==> config.mk <==
export PLATFORM = sky130hd
export DESIGN_NAME = pc_sequencer
export DESIGN_NICKNAME = d
export VERILOG_FILES = /design/src/rtl/pc_sequencer.sv
export SDC_FILE = /design/constraint.sdc
export NUM_CORES = 1
export LEC_CHECK = 0
export ABC_CLOCK_PERIOD_IN_PS = 5460
export CAP_MARGIN = 20
export CORE_UTILIZATION = 45
export CTS_CLUSTER_SIZE = 40
export DETAILED_ROUTE_END_ITERATION = 12
export PLACE_DENSITY = 0.76
export SKIP_LAST_GASP = 1
export SLEW_MARGIN = 20
export SYNTH_ARGS = -nofsm -noshare
export SYNTH_HDL_FRONTEND = slang
export SYNTH_SLANG_ARGS = --single-unit
export TNS_END_PERCENT = 10
==> constraint.sdc <==
create_clock -name clk -period 5.46 [get_ports clk]
set_clock_uncertainty 0.1 [all_clocks]
set_input_delay 1.638 -clock clk [delete_from_list [all_inputs] [get_ports clk]]
set_output_delay 1.638 -clock clk [all_outputs]
set_load 0.05 [all_outputs]
==> src/rtl/pc_sequencer.sv <==
// Program counter sequencer for the multicycle MIPS core: next-PC selection,
// misaligned-target redirect and a circular return-address stack.
// Optional trace outputs are enabled with `define PC_SEQUENCER_TRACE_EN.
module pc_sequencer #(
  parameter int unsigned ADDR_W    = 32,
  parameter logic [31:0] RESET_VEC = 32'h0000_0000,
  parameter logic [31:0] EXC_VEC   = 32'h0000_0180,
  parameter int unsigned RAS_DEPTH = 4
) (
  input  logic              clk,
  input  logic              reset,
  input  logic              pc_write_enable,
  input  logic [2:0]        pc_source,
  input  logic [ADDR_W-1:0] branch_target,
  input  logic [25:0]       jump_index,
  input  logic [ADDR_W-1:0] reg_target,
  input  logic              ras_push,
  output logic [ADDR_W-1:0] current_pc,
  output logic [ADDR_W-1:0] pc_plus4,
  output logic [ADDR_W-1:0] ras_top,
  output logic              ras_empty,
  output logic              ras_full,
  output logic              misaligned,
  output logic [ADDR_W-1:0] exc_epc,
  output logic [ADDR_W-1:0] prev_pc,
  output logic [15:0]       update_count
);

  localparam int unsigned       PTR_W      = $clog2(RAS_DEPTH);
  localparam int unsigned       CNT_W      = PTR_W + 1;
  localparam logic [ADDR_W-1:0] RESET_PC   = RESET_VEC[ADDR_W-1:0];
  localparam logic [ADDR_W-1:0] EXC_PC     = EXC_VEC[ADDR_W-1:0];
  localparam logic [ADDR_W-1:0] LOW28_MASK = ADDR_W'(28'hFFF_FFFF);
  localparam logic [CNT_W-1:0]  FULL_CNT   = CNT_W'(RAS_DEPTH);

  typedef enum logic [2:0] {
    SRC_SEQ    = 3'b000,
    SRC_BRANCH = 3'b001,
    SRC_JUMP   = 3'b010,
    SRC_REG    = 3'b011,
    SRC_RAS    = 3'b100,
    SRC_EXC    = 3'b101
  } pc_src_e;

  logic [ADDR_W-1:0] pc_q;
  logic [ADDR_W-1:0] epc_q;
  logic              misaligned_q;
  logic [ADDR_W-1:0] ras_mem [RAS_DEPTH];
  logic [PTR_W-1:0]  ras_ptr;
  logic [CNT_W-1:0]  ras_cnt;
  logic [PTR_W-1:0]  top_idx;

  logic [ADDR_W-1:0] target;
  logic              src_valid;
  logic              pop_req;
  logic              commit;
  logic              do_push;
  logic              do_pop;
  logic              bad_align;

  // ras_ptr addresses the next free slot, so the top lives one below it.
  assign top_idx    = ras_ptr - PTR_W'(1);
  assign current_pc = pc_q;
  assign pc_plus4   = pc_q + ADDR_W'(4);
  assign ras_empty  = (ras_cnt == '0);
  assign ras_full   = (ras_cnt == FULL_CNT);
  assign ras_top    = ras_empty ? '0 : ras_mem[top_idx];
  assign misaligned = misaligned_q;
  assign exc_epc    = epc_q;

  // NOTE: every always_comb output gets a default first so no path leaves it unassigned (no latch).
  always_comb begin
    target    = pc_plus4;
    src_valid = 1'b1;
    pop_req   = 1'b0;
    case (pc_source)
      SRC_SEQ:    target = pc_plus4;
      SRC_BRANCH: target = branch_target;
      SRC_JUMP:   target = (pc_plus4 & ~LOW28_MASK) | ADDR_W'({jump_index, 2'b00});
      SRC_REG:    target = reg_target;
      SRC_RAS: begin
        if (ras_empty) begin
          target = reg_target;
        end else begin
          target  = ras_top;
          pop_req = 1'b1;
        end
      end
      SRC_EXC:    target = EXC_PC;
      default:    src_valid = 1'b0;
    endcase
  end

  assign commit    = pc_write_enable & src_valid;
  assign do_push   = commit & ras_push;
  assign do_pop    = commit & pop_req;
  assign bad_align = (target[1:0] != 2'b00);

  // NOTE: sequential state uses non-blocking assignments so all registers update from pre-edge values.
  always_ff @(posedge clk) begin
    if (reset) begin
      pc_q         <= RESET_PC;
      epc_q        <= '0;
      misaligned_q <= 1'b0;
      ras_ptr      <= '0;
      ras_cnt      <= '0;
    end else begin
      misaligned_q <= 1'b0;
      if (commit) begin
        if (bad_align) begin
          pc_q         <= EXC_PC;
          epc_q        <= pc_q;
          misaligned_q <= 1'b1;
        end else begin
          pc_q <= target;
        end
        // Push together with pop replaces the top in place; pointer and count stay.
        if (do_push && !do_pop) begin
          ras_ptr <= ras_ptr + PTR_W'(1);
          if (!ras_full) ras_cnt <= ras_cnt + CNT_W'(1);
        end else if (do_pop && !do_push) begin
          ras_ptr <= top_idx;
          ras_cnt <= ras_cnt - CNT_W'(1);
        end
      end
    end
  end

  // NOTE: stack storage is not reset; the count gates every read, so stale entries are never visible.
  always_ff @(posedge clk) begin
    if (!reset && do_push) begin
      ras_mem[do_pop ? top_idx : ras_ptr] <= pc_plus4;
    end
  end

`ifdef PC_SEQUENCER_TRACE_EN
  logic [ADDR_W-1:0] prev_pc_q;
  logic [15:0]       update_count_q;

  always_ff @(posedge clk) begin
    if (reset) begin
      prev_pc_q      <= '0;
      update_count_q <= '0;
    end else if (commit) begin
      prev_pc_q      <= pc_q;
      update_count_q <= update_count_q + 16'd1;
    end
  end

  assign prev_pc      = prev_pc_q;
  assign update_count = update_count_q;
`else
  assign prev_pc      = '0;
  assign update_count = '0;
`endif

endmodule

==> results.md <==
* Nature of the critical path startpoint: flop
* Portion of total power attributed to the clock network at 0.326
* Global-route wire length before repair at 48400 um
* NumNets Final at 1180
* Leak pwr at 4.42 nW
* Worst Hold End: exc_epc[22]
* FFs w/ async S/R, synth at 0
* Clock tree from TritonCTS: done
* Clock latency of the later-clocked register in the worst-skew pair at 0.44 ns
* Post-synth EDFFs at 128
* Std cell rows at 53
* Top cells by area in the synthesized netlist: edfxtp_1, dfxtp_1, mux4_2
* Count of buffering cells on the critical path with inverters included at 1
* Arrival time at the worst endpoint at 3.59 ns
* Layout area overhead at 31.6%
* Total of warnings raised by yosys at 0
* Final critical path time including I/O delays and setup at 5.33 ns
* Hold wc startpoint: exc_epc[22]
* WL/cell at 24.3 um
* Capturing point of the worst reg2reg path: ras_cnt[2]
* Pwr/cell area at 286 nW/um2
* Port bufs at 227
* Final-report max-slew violation count at 0
* Path category of the worst min-delay check: flop to flop
* Worst reg2reg path startpoint: ras_cnt[0]
* Sequential element share of the synthesized area at 0.532
* Area of the die at 22500 um2
* Sum of overflow across all layers after global routing at 0
* Flip-flop and latch count after synthesis at 198
* Master cell of the clock root buffer: clkbuf_16
* Dominant cell by count in the synthesized netlist: edfxtp_1
* Avg Synthesized Cell Area at 11.5 um2
* Setup CP Type: flop to primary output
* Max Freq at 188 MHz
* Chain of cells forming the critical path: nand3_2 -> or2_4 -> or4_1 -> nor2_1 -> xor2_1 -> clkdlybuf4s50_1
* Max H-tree Level at 4
* Sequential fraction of design power at 0.449
* Number of endpoints failing setup at the final stage at 0
* Slew @ Worst Pin at 0.895 ns
* Layout cell share with drive strength beyond 1 at 0.120
* Worst-path cell with the longest stage delay: clkdlybuf4s50_1
* IO Pins at 276
* Max_cap viols at 0
* Resized cells post-CTS at 0
* Count of cells along the worst hold path at 1
* DR iter-0 viols at 969
* Post-cts hold buffer count at 0
* Clock input transition at the sequential cells of the worst setup and hold paths at 0.07 ns
* Number of buffers inserted during clock tree synthesis at 17
* Hold violation total from the final report at 0
* Sw frac at 0.314
* Total power consumption of the routed design at 3.71 mW
* Post-CTS setup buffers at 0
* Maximum number of pins on one net before global-route repair at 44
* Cell count of the worst reg-to-reg path at 12
* Top cell family by delay on the critical path: simple AND/OR/NAND/NOR gates
* Max transition margin at 0.403
* WHS at 0.384 ns
* Placeable Area at 21300 um2
* Clk sink count at 198
* Chip Height at 150 um
* Maximum clock path buffer count at 2
* Die Wd at 150 um
* Switching power at 1.17 mW
* Unrepaired setup endpoints after global routing: yes
* Placement Cell Area at 12400 um2
* Worst Setup End Kind: primary output
* Final critical-path share of the clock period at 0.976
* Required time reported for the critical path endpoint at 3.72 ns
* Number of library cell types mapped by synthesis at 64
* Antenna diode count at 0
* Critical path's largest stage delay at 0.89 ns
* TritonRoute pass-1 iters at 6
* P_int at 2.55 mW
* Final antenna-violating net count at 0
* Area fraction of the dominant cell type after synthesis at 0.390
* Most instantiated flip-flop cell in the synthesis netlist: edfxtp_1
* Overall global routing resource usage at 0.299
* Post-synthesis instance total at 856
* Synth top cells by count: edfxtp_1, dfxtp_1, nand2_1
* Summed instance area of the synthesized netlist at 9860 um2
* Critical path fanouts, max at 9
* Cell taking the most area after synthesis: edfxtp_1
* FF-to-FF setup slack at 2.21 ns
* Outcome: complete, no violations
* Vias in the first global route at 7795
* Final standard cell area without fillers at 13000 um2
* Final Wtd Congestion at 0.887
* Number of vias in the routed layout at 8279
* Routed vias/inst at 6.06
* Number of antenna violations at the first check in global routing at 0
* Peak supply drop at 0.218 mV
* DRC violations left at 0
* Final wirelength at 33300 um
* Detailed-placement wirelength estimate at 24600 um
* Share of total power in combinational logic at 0.225
* Initial Utilization at 0.463
logic make-up (layout without fill, tap and decap cells):
family | Yosys count | after routing | synth area share
AOI/OAI and AO/OA | 218 | 218 | 0.156
xor gates and xnor gates | 33 | 33 | 0.0293
adders and majority gates | 5 | 5 | 0.00710
buffers and inverters | 137 | 325 | 0.0728
DFF | 198 | 198 | 0.532
muxes | 53 | 53 | 0.0912
other | 1 | 48 | 0.000380
and+or+nand+nor | 211 | 211 | 0.111
state kept, by name (all words and copies together) (netlist names):
signal      count
ras_mem       128
current_pc     32
exc_epc        32
ras_cnt         3
ras_ptr         2
misaligned      1
per-stage QoR:
stage	instances	util	setup WS, ns	TNS (ns)
floorplan	903	-	0.342	0
global placement	1333	0.583	0.721	0
detailed placement	1334	0.583	0.645	0
CTS	1366	0.610	0.167	0
global route	1366	0.610	-0.0251	-0.0273
finish	1366	0.610	0.132	0
worst max path at each step:
| stage | from | end | slack (ns) | cells after the start |
|---|---|---|---|---|
| 2_1_floorplan | current_pc[4] | pc_plus4[25] | 0.34 | 7 |
| 5_1_grt | current_pc[7] | pc_plus4[31] | -0.03 | 5 |
| 3_3_place_gp | current_pc[4] | pc_plus4[19] | 0.72 | 6 |
| 3_5_place_dp | current_pc[7] | pc_plus4[27] | 0.64 | 6 |
| 6_report | current_pc[4] | pc_plus4[19] | 0.13 | 6 |
| 4_1_cts | current_pc[4] | pc_plus4[19] | 0.17 | 6 |
power groups by stage:
| stage | Sequential (mW) | Combinational [mW] | Clock [mW] |
|---|---|---|---|
| final | 1.67 | 0.835 | 1.21 |
| after CTS | 1.67 | 0.826 | 1.22 |
| after floorplan | 1.74 | 0.481 | 0 |
| after global routing | 1.67 | 0.868 | 1.27 |
| after global placement | 1.70 | 0.816 | 0 |
| after detailed placement | 1.70 | 0.822 | 0 |
cell usage in the layout (no fill, tap or decap), types with 4 or more instances in the layout:
| cell | synthesis | layout |
|---|---|---|
| a211oi_1 | 19 | 19 |
| a21o_1 | 6 | 6 |
| a21oi_1 | 35 | 33 |
| a221o_1 | 5 | 5 |
| a221oi_1 | 8 | 8 |
| a22o_1 | 37 | 37 |
| a22oi_1 | 11 | 11 |
| a31oi_1 | 9 | 9 |
| and2_1 | 34 | 34 |
| and3_1 | 4 | 4 |
| buf_4 | 50 | 46 |
| clkbuf_16 | 0 | 17 |
| clkdlybuf4s50_1 | 0 | 224 |
| conb_1 | 1 | 48 |
| dfxtp_1 | 70 | 68 |
| edfxtp_1 | 128 | 128 |
| ha_1 | 4 | 4 |
| inv_1 | 18 | 18 |
| inv_6 | 0 | 5 |
| mux2_2 | 5 | 5 |
| mux2i_1 | 19 | 19 |
| mux4_2 | 29 | 29 |
| nand2_1 | 52 | 52 |
| nand2b_1 | 4 | 4 |
| nand3_1 | 27 | 27 |
| nand4_1 | 15 | 15 |
| nor2_1 | 40 | 37 |
| nor2b_1 | 7 | 7 |
| nor3_1 | 4 | 4 |
| o21ai_0 | 27 | 27 |
| o21ai_1 | 13 | 13 |
| o221ai_1 | 14 | 14 |
| o22ai_1 | 10 | 10 |
| o31ai_1 | 4 | 4 |
| or3_1 | 7 | 7 |
| xnor2_1 | 27 | 27 |
| xor2_1 | 6 | 6 |
metal layers:
| metal | track usage | routed length (um) |
|---|---|---|
| met5 | 0 | 0 |
| met3 | 0.0771 | 4080 |
| met2 | 0.478 | 15500 |
| met4 | 0.128 | 1270 |
| met1 | 0.384 | 12400 |
layout make-up:
class	instances	area, um2
Clock buffer	18	439
Sequential cell	198	5250
Inverter	19	71.3
Timing Repair Buffer	274	2640
Clock inverter	14	123
Tap cell	275	344
Multi-Input combinational cell	568	4120
Fill cell	1714	8310
Note: power is estimated with default switching activity, not from simulation.
